==> src/rtl/urv_dm_arbiter.sv <==
// urv_dm_arbiter: shares the data-memory port between the core (C, fixed
// priority) and an auxiliary master (A, debug/DMA). A starvation counter
// gives A priority once it has waited STARVE_LIMIT cycles. Ownership is
// locked from issue until mem_ready_i, so only one access is outstanding.
// Optional statistics counters are built when URV_DM_ARB_STATS_EN is defined.
//
// state | meaning
// IDLE  | no locked owner; owner picked combinationally this cycle
// OWN_C | core issued and is waiting for mem_ready_i
// OWN_A | aux issued and is waiting for mem_ready_i
module urv_dm_arbiter #(
  parameter int STARVE_LIMIT = 8
) (
  input  logic        clk_i,
  input  logic        rst_i,
  input  logic [31:0] c_addr_i,
  input  logic [31:0] c_data_s_i,
  input  logic [3:0]  c_select_i,
  input  logic        c_load_i,
  input  logic        c_store_i,
  output logic        c_ready_o,
  input  logic [31:0] a_addr_i,
  input  logic [31:0] a_data_s_i,
  input  logic [3:0]  a_select_i,
  input  logic        a_load_i,
  input  logic        a_store_i,
  output logic        a_ready_o,
  output logic [31:0] a_data_l_o,
  output logic [31:0] mem_addr_o,
  output logic [31:0] mem_data_s_o,
  output logic [3:0]  mem_select_o,
  output logic        mem_load_o,
  output logic        mem_store_o,
  input  logic        mem_ready_i,
  input  logic [31:0] mem_data_l_i,
  output logic        arb_grant_a_o,
  output logic [31:0] stat_contention_o,
  output logic [31:0] stat_a_grants_o
);

  typedef enum logic [1:0] {IDLE, OWN_C, OWN_A} state_e;

  localparam logic [7:0] LIMIT = 8'(STARVE_LIMIT);

  state_e     state_q, state_d;
  logic [7:0] a_wait_q, a_wait_d;
  logic       c_req, a_req, a_prio;
  logic       own_c, own_a;

  assign c_req  = c_load_i | c_store_i;
  assign a_req  = a_load_i | a_store_i;
  assign a_prio = (a_wait_q == LIMIT);

  // Owner selection and next state; owner is forced to none while in reset
  always_comb begin
    own_c   = 1'b0;
    own_a   = 1'b0;
    state_d = state_q;
    if (!rst_i) begin
      case (state_q)
        IDLE: begin
          if (a_prio && a_req)  own_a = 1'b1;
          else if (c_req)       own_c = 1'b1;
          else if (a_req)       own_a = 1'b1;
          if (own_c && !mem_ready_i)      state_d = OWN_C;
          else if (own_a && !mem_ready_i) state_d = OWN_A;
        end
        OWN_C: begin
          own_c = 1'b1;
          if (mem_ready_i || !c_req) state_d = IDLE;
        end
        OWN_A: begin
          own_a = 1'b1;
          if (mem_ready_i || !a_req) state_d = IDLE;
        end
        default: state_d = IDLE;
      endcase
    end
  end

  // Starvation counter: counts A's waiting cycles, cleared on A completion
  always_comb begin
    a_wait_d = a_wait_q;
    if (own_a && mem_ready_i)
      a_wait_d = 8'd0;
    else if (a_req && !own_a && a_wait_q != LIMIT)
      a_wait_d = a_wait_q + 8'd1;
  end

  // State and counter registers
  always_ff @(posedge clk_i) begin
    if (rst_i) begin
      state_q  <= IDLE;
      a_wait_q <= 8'd0;
    end else begin
      state_q  <= state_d;
      a_wait_q <= a_wait_d;
    end
  end

  assign mem_addr_o    = own_c ? c_addr_i   : own_a ? a_addr_i   : 32'd0;
  assign mem_data_s_o  = own_c ? c_data_s_i : own_a ? a_data_s_i : 32'd0;
  assign mem_select_o  = own_c ? c_select_i : own_a ? a_select_i : 4'd0;
  assign mem_load_o    = own_c ? c_load_i   : own_a ? a_load_i   : 1'b0;
  assign mem_store_o   = own_c ? c_store_i  : own_a ? a_store_i  : 1'b0;
  assign c_ready_o     = own_c & mem_ready_i;
  assign a_ready_o     = own_a & mem_ready_i;
  assign a_data_l_o    = mem_data_l_i;
  assign arb_grant_a_o = own_a;

`ifdef URV_DM_ARB_STATS_EN
  logic [31:0] stat_cont_q, stat_ag_q;

  // Contention and aux-completion counters, free-running with wrap
  always_ff @(posedge clk_i) begin
    if (rst_i) begin
      stat_cont_q <= 32'd0;
      stat_ag_q   <= 32'd0;
    end else begin
      if (state_q == IDLE && c_req && a_req) stat_cont_q <= stat_cont_q + 32'd1;
      if (own_a && mem_ready_i)              stat_ag_q   <= stat_ag_q + 32'd1;
    end
  end

  assign stat_contention_o = stat_cont_q;
  assign stat_a_grants_o   = stat_ag_q;
`else
  assign stat_contention_o = 32'd0;
  assign stat_a_grants_o   = 32'd0;
`endif

endmodule

==> config.mk <==
export PLATFORM = sky130hd
export DESIGN_NAME = urv_dm_arbiter
export DESIGN_NICKNAME = d
export VERILOG_FILES = /design/src/rtl/urv_dm_arbiter.sv
export SDC_FILE = /design/constraint.sdc
export NUM_CORES = 1
export LEC_CHECK = 0
export CAP_MARGIN = 20
export CELL_PAD_IN_SITES_DETAIL_PLACEMENT = 0
export CELL_PAD_IN_SITES_GLOBAL_PLACEMENT = 1
export CORE_ASPECT_RATIO = 1.75
export CORE_MARGIN = 3
export CORE_UTILIZATION = 12
export DETAILED_ROUTE_END_ITERATION = 12
export GPL_TIMING_DRIVEN = 0
export MAX_ROUTING_LAYER = met4
export PLACE_DENSITY = 0.87
export SKIP_CTS_REPAIR_TIMING = 1
export SLEW_MARGIN = 20
export SYNTH_ARGS = -nofsm -noshare
export SYNTH_HDL_FRONTEND = slang
export SYNTH_SLANG_ARGS = --single-unit
export TNS_END_PERCENT = 100
==> constraint.sdc <==
create_clock -name clk_i -period 2.4 [get_ports clk_i]
set_clock_uncertainty 0.05 [all_clocks]
set_input_delay 0.48 -clock clk_i [delete_from_list [all_inputs] [get_ports clk_i]]
set_output_delay 0.48 -clock clk_i [all_outputs]
set_load 0.01 [all_outputs]
# Word level (Yosys, flattened, before mapping)
# Index checks and enable logic that the tools add are counted.
op_classes:
  mux: 28
  reduce_logical: 15
  addsub: 1
  n_eq_ne: 7
  bitwise_logic: 4
op_table:
  columns: ["op", "n"]
  rows:
  - ["32-bit 2-to-1 mux", 4]
  - ["1-bit 2-to-1 mux", 15]
  - ["8-bit by 1-bit adder with 8-bit output (second input constant)", 1]
  - ["8-bit by 4-bit equality test with 1-bit output (second input constant)", 1]
  - ["2-bit 2-to-1 mux", 4]
  - ["4-bit 2-to-1 mux", 2]
  - ["8-bit by 4-bit inequality test with 1-bit output (second input constant)", 1]
  - ["1-bit logical AND", 6]
  - ["2-bit case mux with 3 select lines", 1]
  - ["1-bit zero test", 4]
  - ["2-bit inequality test (second input constant)", 2]
  - ["1-bit case mux with 2 select lines", 2]
  - ["3-bit inequality test (second input constant)", 1]
  - ["3-bit AND reduction", 1]
  - ["1-bit AND", 2]
  - ["2-bit by 1-bit equality test with 1-bit output (second input constant)", 1]
  - ["2-bit equality test (second input constant)", 1]
  - ["2-bit zero test", 1]
  - ["1-bit logical OR", 2]
  - ["1-bit bitwise OR", 2]
  - ["2-bit OR reduction", 1]
word_totals:
  word_cells: 57
  input_bits: 175
  output_inout_bits: 169
  regBits: 10

# Logic depth before layout (Yosys ltp)
# Gate-level depths: netlist of run 1.
depth:
  word_depth: 11
  mapped_depth: 7
  depth_no_buf: 6

# Worst setup path after synthesis of run 1
# Ideal clock, no wire load.
synth_path:
  path_kind: "register to output"
  start: "register a_wait_q[0]"
  end: "output port mem_addr_o[0]"
  setup_slack_ns: 0.005
  required_ns: 1.870
  path_buffers: 1
  arrival_time_ns: 1.865
  stages_incl_launch_ff: 8
  path_cell_list: "dfxtp_1 -> inv_1 -> ha_1 -> nor4b_4 -> and2_4 -> a2111oi_4 -> buf_6 -> a22o_1"
synth_via:
  elab_chain_len: 9
  word_cells_on_any_way: 14
  classes_between: "eq/ne (1); mux (12); reduce/logical (1)"
synth_rtl:
  columns: ["item", "line_no", "text"]
  rows:
  - ["from (decl)", "46", "logic [7:0] a_wait_q, a_wait_d;"]
  - ["from (signal assigned)", "97", "a_wait_q <= a_wait_d;"]
  - ["8-bit by 4-bit equality test with 1-bit output *", "52", "assign a_prio = (a_wait_q == LIMIT);"]
  - ["1-bit logical AND *", "62", "if (a_prio && a_req) own_a = 1'b1;"]
  - ["1-bit 2-to-1 mux", "62", null]
  - ["1-bit 2-to-1 mux", "60", "case (state_q)"]
  - ["1-bit 2-to-1 mux", "59", "if (!rst_i) begin"]
  - ["1-bit case mux with 2 select lines", "60", null]
  - ["1-bit 2-to-1 mux", "59", null]
  - ["32-bit 2-to-1 mux", "101", "assign mem_addr_o = own_c ? c_addr_i : own_a ? a_addr_i : 32'd0;"]
  - ["32-bit 2-to-1 mux *", "101", null]
  - ["to (decl)", "29", "output logic [31:0] mem_addr_o,"]
# Mark *: on every way between the ends. The rest lies on a longest branch, timed or not. The select of a mux whose other input is x is not followed.

# Worst setup path after layout of run 1
layout_path:
  start: "register a_wait_q[0]"
  end: "output port mem_data_s_o[12]"
layout_via:
  elab_chain_len: 9
  word_cells_on_any_way: 14
  classes_between: "eq/ne (1); mux (12); reduce/logical (1)"
layout_rtl:
  columns: ["item", "line_no", "text"]
  rows:
  - ["8-bit by 4-bit equality test with 1-bit output *", "52", null]
  - ["1-bit logical AND *", "62", null]
  - ["1-bit 2-to-1 mux", "62", null]
  - ["1-bit 2-to-1 mux", "60", null]
  - ["1-bit 2-to-1 mux", "59", null]
  - ["1-bit case mux with 2 select lines", "60", null]
  - ["1-bit 2-to-1 mux", "59", null]
  - ["32-bit 2-to-1 mux", "102", "assign mem_data_s_o = own_c ? c_data_s_i : own_a ? a_data_s_i : 32'd0;"]
  - ["32-bit 2-to-1 mux *", "102", null]
  - ["to (decl)", "30", "output logic [31:0] mem_data_s_o,"]
# Marked as above.

==> impl_results.md, run 1 <==
* Post-synth EDFFs at 0
* Area occupied by registers at 207.7 um^2
* Post-route minimum period at 2764 ps
* Post-route ant nets at 0
* Hpwl dp at 11,520 um
* Synthesis warning total at 0
* Die ar. at 0.01948 mm^2
* Share of the yosys chip area belonging to registers at 0.09384
* Core Region at 0.01718 mm^2
* CTS root buffer: clkbuf_16
* RSZ-0062 raised after global routing: yes
* # fillers at 1,875
* DR top layer: met4
* Metal-1 WL at 4642 um
* Grt ovf at 0
* # Max-Cap Violations at 0
* DR pass1 iterations at 4
* Async SR Flop Fraction at 0
* Final period util at 1.152
* Syn avg cell area at 8.567 um^2
* Worst Hold Class: flop to flop
* Final Util at 0.3180
* First-pass GRT wire length at 18,320 um
* Final non-filler cell total at 815
* Status: complete, but fails checks
* Setup TNS at -20,700 ps
* WL final at 14,020 um
* Synth top area cells: buf_4 34%, a22o_1 29%, dfxtp_1 9.4%, buf_6 7.9%, a221oi_1 2.9%
* Peak VDD IR at 210.3 uV
* Layout cells sized above 1 at 0.3874
* Antenna violations before repair at 2
* Die Span Y at 182.4 um
* I/O Buffers at 247
* Post-synth top area share at 0.3378
* Most frequent cells in the layout: 169 x clkdlybuf4s50_1, 110 x buf_4, 67 x a22o_1
* Crit Path Category: flop to primary output
* Vias in the first global route at 3,154
* Yosys cell types at 32
* I/O pins at 344
* Vias/cell at 3.821
* Lkg Pwr at 2.674 nW
* Critical path fanouts, max at 6
* Cell area after layout at 0.005465 mm^2
* Via count at 3,114
* GRT Util Overall at 0.1270
* Most common cell after layout, fill and taps aside: clkdlybuf4s50_1
* Sink Count at 10
* Failing checks: setup timing
* Setup crit start kind: flop
* Multi-input combinational cell area at 0.001318 mm^2
* Die W at 106.8 um
* Syn Std Cell Area at 0.002133 mm^2
* CTS Buffer Depth at 2
* Cell count after placement at 786
* Pwr Density at 277.5 mW/mm^2
* Final net count at 765
* CTS tree: built
* Cell area after placement at 0.005126 mm^2
* Largest net degree at the start of global routing at 11
* #FFs+latches synth at 10
* Final Hold Fails at 0
* Rel. slew slack at 0.5051
* Worst-Skew Late Latency at 240 ps
* Yosys top cell by area: buf_4
* Fin. max-slew vios at 0
* Routed wl met2 at 7014 um
* FMAX at 361.8 MHz
* Drt wl/cell at 17.20 um
* Worst path arrival time at 2230 ps
* # setup viols final at 73
* Initial core utilization at 0.1241
* DRC errors left at 0
* Final setup margin at -363.9 ps
* P&R area growth vs syn at 156.2%
* Starting DRT DRC Count at 153
* # rows at 63
* Wire length on met3 at 2236 um
* Depth of the CTS H-tree at 1
* Tightest Pin Transition at 723.7 ps
* Placer Congestion at 0.8081
* Worst EP required at 1870 ps
* Post-synth top flop: dfxtp_1
* Worst Setup End Kind: primary output
* Syn Inst Count at 249
* Total CTS buffers at 3
* Total power at 1.517 mW
* CTS clock-pin slew for the worst setup and hold paths at 40 ps
-- state kept, by name (all words and copies together), names as in the netlist --
register  flops
a_wait_q      8
state_q       2
-- report_power, final --
part           switching, mW  internal, mW
clock                 0.0845         0.217
sequential           0.00761         0.173
combinational          0.397         0.638
-- final cells by class --
| type | count | share of cell area |
|---|---|---|
| Antenna cell | 2 | 0.0009158 |
| Tap cell | 227 | 0.05197 |
| Clock buffer | 3 | 0.01374 |
| Timing Repair Buffer | 276 | 0.4876 |
| Sequential cell | 10 | 0.03800 |
| Inverter | 3 | 0.002518 |
| Buffer | 109 | 0.1641 |
| Multi-Input combinational cell | 185 | 0.2411 |
-- cells in the mapped netlist (2+ instances only) --
| cell | count |
|---|---|
| dfxtp_1 | 10 |
| buf_6 | 15 |
| nand2_1 | 2 |
| nor2_1 | 3 |
| or3_1 | 2 |
| nand3_1 | 6 |
| a2111oi_0 | 2 |
| buf_4 | 96 |
| ha_1 | 2 |
| o31ai_1 | 2 |
| inv_1 | 3 |
| or4_1 | 3 |
| a22o_1 | 70 |
| and2_1 | 2 |
| o21ai_0 | 5 |
| clkbuf_1 | 3 |
| a221oi_1 | 7 |
| nor3_1 | 2 |
-- cell families (layout without fill, tap and decap cells) --
kind of cell               Yosys count  in the layout  share of synthesized area
xor gates and xnor gates             1              1                   0.004106
other                                1             66                   0.001758
and+or+nand+nor                     26             26                    0.08798
DFF                                 10             10                    0.09384
AOI/OAI and AO/OA                   92             92                     0.3730
buffers and inverters              117            391                     0.4276
adders and majority gates            2              2                    0.01173
-- critical path: stages, from the launching register on --
cell	delay [ps]
dfxtp_4	360
inv_4	40
ha_4	140
nor4b_4	130
and2_4	170
a2111oi_4	370
buf_6	220
buf_6	130
clkbuf_16	140
a22o_1	150
buf_6	120
-- through the flow --
step	hold slack (ps)	worst slack, ps
after floorplan	451.5	4.732
final	477.0	-363.9
after global placement	462.8	-1707
after global routing	506.4	-421.5
after CTS	478.4	-1715
after detailed placement	473.3	-1705
-- final timing paths --
path                    start               end  slack, ps  cells after the start
setup / recovery  a_wait_q[0]  mem_data_s_o[12]       -360                     10
hold / removal    a_wait_q[7]       a_wait_q[7]        480                      2
setup reg to reg  a_wait_q[0]       a_wait_q[2]        360                     10
hold reg to reg   a_wait_q[7]       a_wait_q[7]        480                      2
-- layer usage --
layer  vias up  GRT usage
met3        14    0.05133
met5         -          -
met1      1375     0.1304
li1       1464          -
met2       261     0.2292
met4         0    0.02099
No activity file was read; power rests on OpenSTA's default activity.
==> run 2: changes to the inputs <==
--- a/config.mk
+++ b/config.mk
@@ -12,6 +12,7 @@
 export CORE_MARGIN = 3
 export CORE_UTILIZATION = 12
 export DETAILED_ROUTE_END_ITERATION = 12
+export GPL_ROUTABILITY_DRIVEN = 0
 export GPL_TIMING_DRIVEN = 0
 export MAX_ROUTING_LAYER = met4
 export PLACE_DENSITY = 0.87
==> results of run 2 <==
No change in the layout: final DEF, timing and power equal those of run 1.
==> variant 1: new RTL, flow settings as in run 1 <==
The option `URV_DM_ARB_STATS_EN` is turned on by a define.
--- a/src/rtl/urv_dm_arbiter.sv
+++ b/src/rtl/urv_dm_arbiter.sv
@@ -8,6 +8,8 @@
 // IDLE  | no locked owner; owner picked combinationally this cycle
 // OWN_C | core issued and is waiting for mem_ready_i
 // OWN_A | aux issued and is waiting for mem_ready_i
+`define URV_DM_ARB_STATS_EN
+
 module urv_dm_arbiter #(
   parameter int STARVE_LIMIT = 8
 ) (
Behaviour: not the same (a bounded check fails within 4 cycles, from zero or initial values and one cycle with rst_i high).
==> variant 1 against run 1 <==
- the run still ends with negative setup slack left
- sequential cell count rose by 64
- final area rose by 64%
- first-iteration DRC count rose by 69%
- clock power rose to 4.8 times the old value
- worst setup slack got worse by 0.11 ns
- synthesized cell count rose by 110%
- total power rose by 150%
- final cell count rose by 67%
- routed wire length rose by 73%
- largest power group is now the clock network
- via count rose by 74%
- synthesized area rose by 110%
- utilization fell by 7.5 points
==> variant 1: results (changes against run 1) <==
Outcome: finished, violations left (unchanged)
Failing checks: negative setup slack (unchanged)
VDD IR max: 0.298 mV (was 0.210 mV)
First-pass GRT wire length: 34400 um (was 18300 um)
Detailed Route WL: 24200 um (was 14000 um)
DP Area: 8220 um2 (was 5130 um2)
Final setup viols: 73 (unchanged)
Vias: 5431 (was 3114)
Post-DP HPWL: 19600 um (was 11500 um)
I/O Buffers: 310 (was 247)
Share of layout cells above drive strength 1: 0.234 (was 0.387)
Final nets: 1056 (was 765)
Sequential share of the synthesized area: 0.329 (was 0.0938)
Inst Count DP: 1319 (was 786)
Worst slew pin tran: 0.900 ns (was 0.724 ns)
Synth top cells by count: dfxtp_1 (74), a22o_1 (70), nor2_1 (67), xnor2_1 (38), buf_4 (32) (was buf_4 (96), a22o_1 (70), buf_6 (15), dfxtp_1 (10), a221oi_1 (7))
Worst reg2reg path depth: 6 (was 10)
N_diodes: 0 (was 2)
Synth unique cells: 44 (was 32)
Number of H-tree levels: 3 (was 1)
Num CTS Buffers: 9 (was 3)
Setup ws final: -0.471 ns (was -0.364 ns)
Number of global-route vias before repair: 5529 (was 3154)
Routability cong.: 0.900 (was 0.808)
Avg Cell Area, Syn: 8.44 um2 (was 8.57 um2)
## variant 1: cell count changes after synthesis, moves of 19 or more
cell | before | now
dfxtp_1 | 10 | 74
nor4_1 | 0 | 19
nand4_1 | 1 | 27
nor2_1 | 3 | 67
clkbuf_1 | 3 | 24
xor2_1 | 0 | 25
nand2_1 | 2 | 23
xnor2_1 | 1 | 38
buf_4 | 96 | 32
## variant 1: worst paths after layout
| path | slack, ns | from | endpoint |
|---|---|---|---|
| max reg2reg | 0.17 | state_q[0] | stat_contention_o[31] |
| min | 0.45 | stat_a_grants_o[30] | stat_a_grants_o[30] |
| min reg2reg | 0.45 | stat_a_grants_o[30] | stat_a_grants_o[30] |
| max | -0.47 | a_wait_q[0] | mem_addr_o[3] |
## variant 1: tightest hold or removal path, delay by kind of cell (launching register included)
kind	cells	cell delay (ns)
flip-flops	1	0.33
AO/OA/AOI/OAI	2	0.13
## variant 1: logic make-up after synthesis
family / Yosys count / synth area share
AND/OR/NAND/NOR: 225 / 0.275
AO/OA/AOI/OAI: 88 / 0.163
buffers and inverters: 77 / 0.0928
flip-flops: 74 / 0.329
XOR/XNOR: 63 / 0.122
adder cells (fa/ha/maj): 4 / 0.0111
multiplexers: 3 / 0.00694
## variant 1: final cells by class
type                    instances  area [um2]
repair buffers                332        3160
clock inverters                 7        83.8
fillers                      4040       27900
flip-flops and latches         74        1490
well taps                     475         594
multi-input cells             383        2830
plain buffers                  66         526
inverters                      11        43.8
clock buffers                   9         225
## variant 1: stage by stage
stage	setup WS, ns	total power, mW
after floorplan	-0.0524	1.61
after global placement	-2.19	2.22
after detailed placement	-2.18	2.23
after CTS	-2.20	3.68
after global routing	-0.563	3.87
final	-0.471	3.72
## variant 1: layer usage
layer / vias up / routed length (um) / track usage
met3: 24 / 1970 / 0.0366
li1: 2602 / - / -
met2: 226 / 12400 / 0.197
met5: - / 0 / -
met4: 0 / 362 / 0.0263
met1: 2579 / 9540 / 0.131
## variant 1: report_power, final
part | total, mW | internal, mW | leakage, nW | switching [mW]
Sequential | 1.26 | 1.24 | 0.599 | 0.0178
Clock | 1.44 | 0.827 | 0.149 | 0.610
Combinational | 1.02 | 0.595 | 2.59 | 0.426
==> variant 2: new RTL, settings of run 1 <==
Without the edit above. Re-encode `state_e` (3 states) as one-hot, 3 bits wide.
--- a/src/rtl/urv_dm_arbiter.sv
+++ b/src/rtl/urv_dm_arbiter.sv
@@ -38,7 +38,7 @@
   output logic [31:0] stat_a_grants_o
 );
 
-  typedef enum logic [1:0] {IDLE, OWN_C, OWN_A} state_e;
+  typedef enum logic [2:0] {IDLE = 3'b001, OWN_C = 3'b010, OWN_A = 3'b100} state_e;
 
   localparam logic [7:0] LIMIT = 8'(STARVE_LIMIT);
 
Check against the original RTL: same outputs for any inputs over 10 cycles, from zero or initial values and one cycle with rst_i high; not proved beyond that.
==> variant 2 against run 1 <==
- total power up 26%
- synthesized area up 28%
- non-clock buffer count grew 13
- the run still ends with negative setup slack left
- first-iteration DRC count rose by 38%
- die area increased by 27%
- critical path type unchanged
- sequential cell count increased by 1
- global-route usage is 1.4 points lower
- worst hold slack gained 0.0084 ns
- final area rose by 25%
- critical endpoint is now mem_data_s_o[31]
- worst setup slack better by 0.060 ns
- clock power rose by 5%
- routed wire length is 18% higher
- sequential power is 12% higher
==> variant 2: results (changes against run 1) <==
Fill cells: 2396 (was 1875)
Synth top cells by count: buf_4 (97), inv_1 (74), nand2_1 (74), o32ai_1 (70), clkbuf_1 (16) (was buf_4 (96), a22o_1 (70), buf_6 (15), dfxtp_1 (10), a221oi_1 (7))
Share of layout cells above drive strength 1: 0.399 (was 0.387)
Post-DP HPWL: 12700 um (was 11500 um)
Final nets: 939 (was 765)
Final setup viols: 73 (unchanged)
Setup TNS: -17.63 ns (was -20.70 ns)
Clock transition at path regs: 0.04 ns (about the same)
Synth top area cells: buf_4 (27%), o32ai_1 (22%), inv_1 (10%) (was buf_4 (34%), a22o_1 (29%), dfxtp_1 (9.4%))
Initial antenna violation count: 0 (was 2)
Detailed Route WL: 16600 um (was 14000 um)
Outcome: finished, violations left (unchanged)
Yosys warns: 0 (unchanged)
Crit path DAT: 2.17 ns (was 2.23 ns)
Number of global-route vias before repair: 4123 (was 3154)
Num CTS Buffers: 3 (unchanged)
Setup ws final: -0.304 ns (was -0.364 ns)
Clock Root Buffer: clkbuf_16 (unchanged)
Routability cong.: 0.736 (was 0.808)
LEAKAGE: 3.26 nW (was 2.67 nW)
CP Launch Point: a_wait_q[1] (was a_wait_q[0])
Worst Setup End Kind: primary output (unchanged)
CTS Buffer Depth: 2 (unchanged)
Synth unique cells: 44 (was 32)
N_diodes: 0 (was 2)
Slew HR: 0.518 (was 0.505)
VDD IR max: 0.189 mV (was 0.210 mV)
Type of the most critical hold path: flip-flop to flip-flop (unchanged)
Largest regs: a_wait_q (8), state_q (3) (was a_wait_q (8), state_q (2))
DR iter-0 viols: 211 (was 153)
Number of H-tree levels: 1 (unchanged)
Failing checks: negative setup slack (unchanged)
First-pass GRT wire length: 21300 um (was 18300 um)
Synth async-reset ratio: 0 (unchanged)
GRT Util Overall: 0.113 (was 0.127)
Vias: 4200 (was 3114)
CP max FO: 5 (was 6)
Sequential share of the synthesized area: 0.0805 (was 0.0938)
-- variant 2: cell count changes in the layout (fill, tap and decap cells not counted), sizes merged, moves of 6 or more --
cell    delta
a221oi     -7
a22o      -70
buf        -7
a211oi     +6
nand2     +72
inv       +72
o32ai     +70
clkbuf    +18
-- variant 2: cell families after synthesis --
kind of cell    share of synthesized area
other cells                       0.00137
fa+ha+maj                         0.00915
compound gates                      0.301
simple gates                        0.189
flops                              0.0805
buf+inv                             0.419
-- variant 2: report_power, final --
group	leakage (nW)	total [mW]	internal (mW)	switching [mW]
logic	3.13	1.40	0.780	0.617
registers	0.0908	0.203	0.191	0.0119
clock network	0.0382	0.317	0.224	0.0930
total	3.26	1.92	1.20	0.722
-- variant 2: final cells by class --
class / instances / area (um2) / area share
Buffer: 128 / 1070 / 0.157
Inverter: 75 / 292 / 0.0426
Sequential cell: 11 / 228 / 0.0333
Multi-Input combinational cell: 273 / 2270 / 0.332
Clock buffer: 4 / 78.8 / 0.0115
Timing Repair Buffer: 270 / 2530 / 0.369
Tap cell: 296 / 370 / 0.0542
-- variant 2: final timing paths --
| kind | cells after the start | slack, ns | end |
|---|---|---|---|
| max | 10 | -0.30 | mem_data_s_o[31] |
| max reg2reg | 6 | 0.46 | a_wait_q[3] |
| min reg2reg | 2 | 0.49 | a_wait_q[7] |
| min | 2 | 0.49 | a_wait_q[7] |
-- variant 2: stage by stage --
stage	area, um2	std cells	setup slack, ns	utilization	hold slack, ns
final	6840	1057	-0.304	0.307	0.485
after floorplan	2970	487	0.0764	-	0.411
after CTS	5890	1034	-1.58	0.265	0.447
after global placement	5810	1030	-1.57	0.261	0.424
after detailed placement	5810	1030	-1.55	0.261	0.428
after global routing	6840	1057	-0.339	0.307	0.511
-- variant 2: worst max-delay path, stage by stage, from the launching register on --
cell,delay (ns)
dfxtp_4,0.35
inv_4,0.06
ha_4,0.12
and4bb_2,0.32
nand4_1,0.16
and2_4,0.22
buf_12,0.15
buf_8,0.13
clkbuf_16,0.15
o32ai_2,0.08
buf_2,0.17
-- variant 2: layer usage --
metal | vias up | track usage | part of all wire
li1 | 1983 | - | -
met1 | 1902 | 0.107 | 0.34
met2 | 296 | 0.230 | 0.55
met3 | 19 | 0.0195 | 0.081
met4 | 0 | 0.0315 | 0.026
met5 | - | - | 0
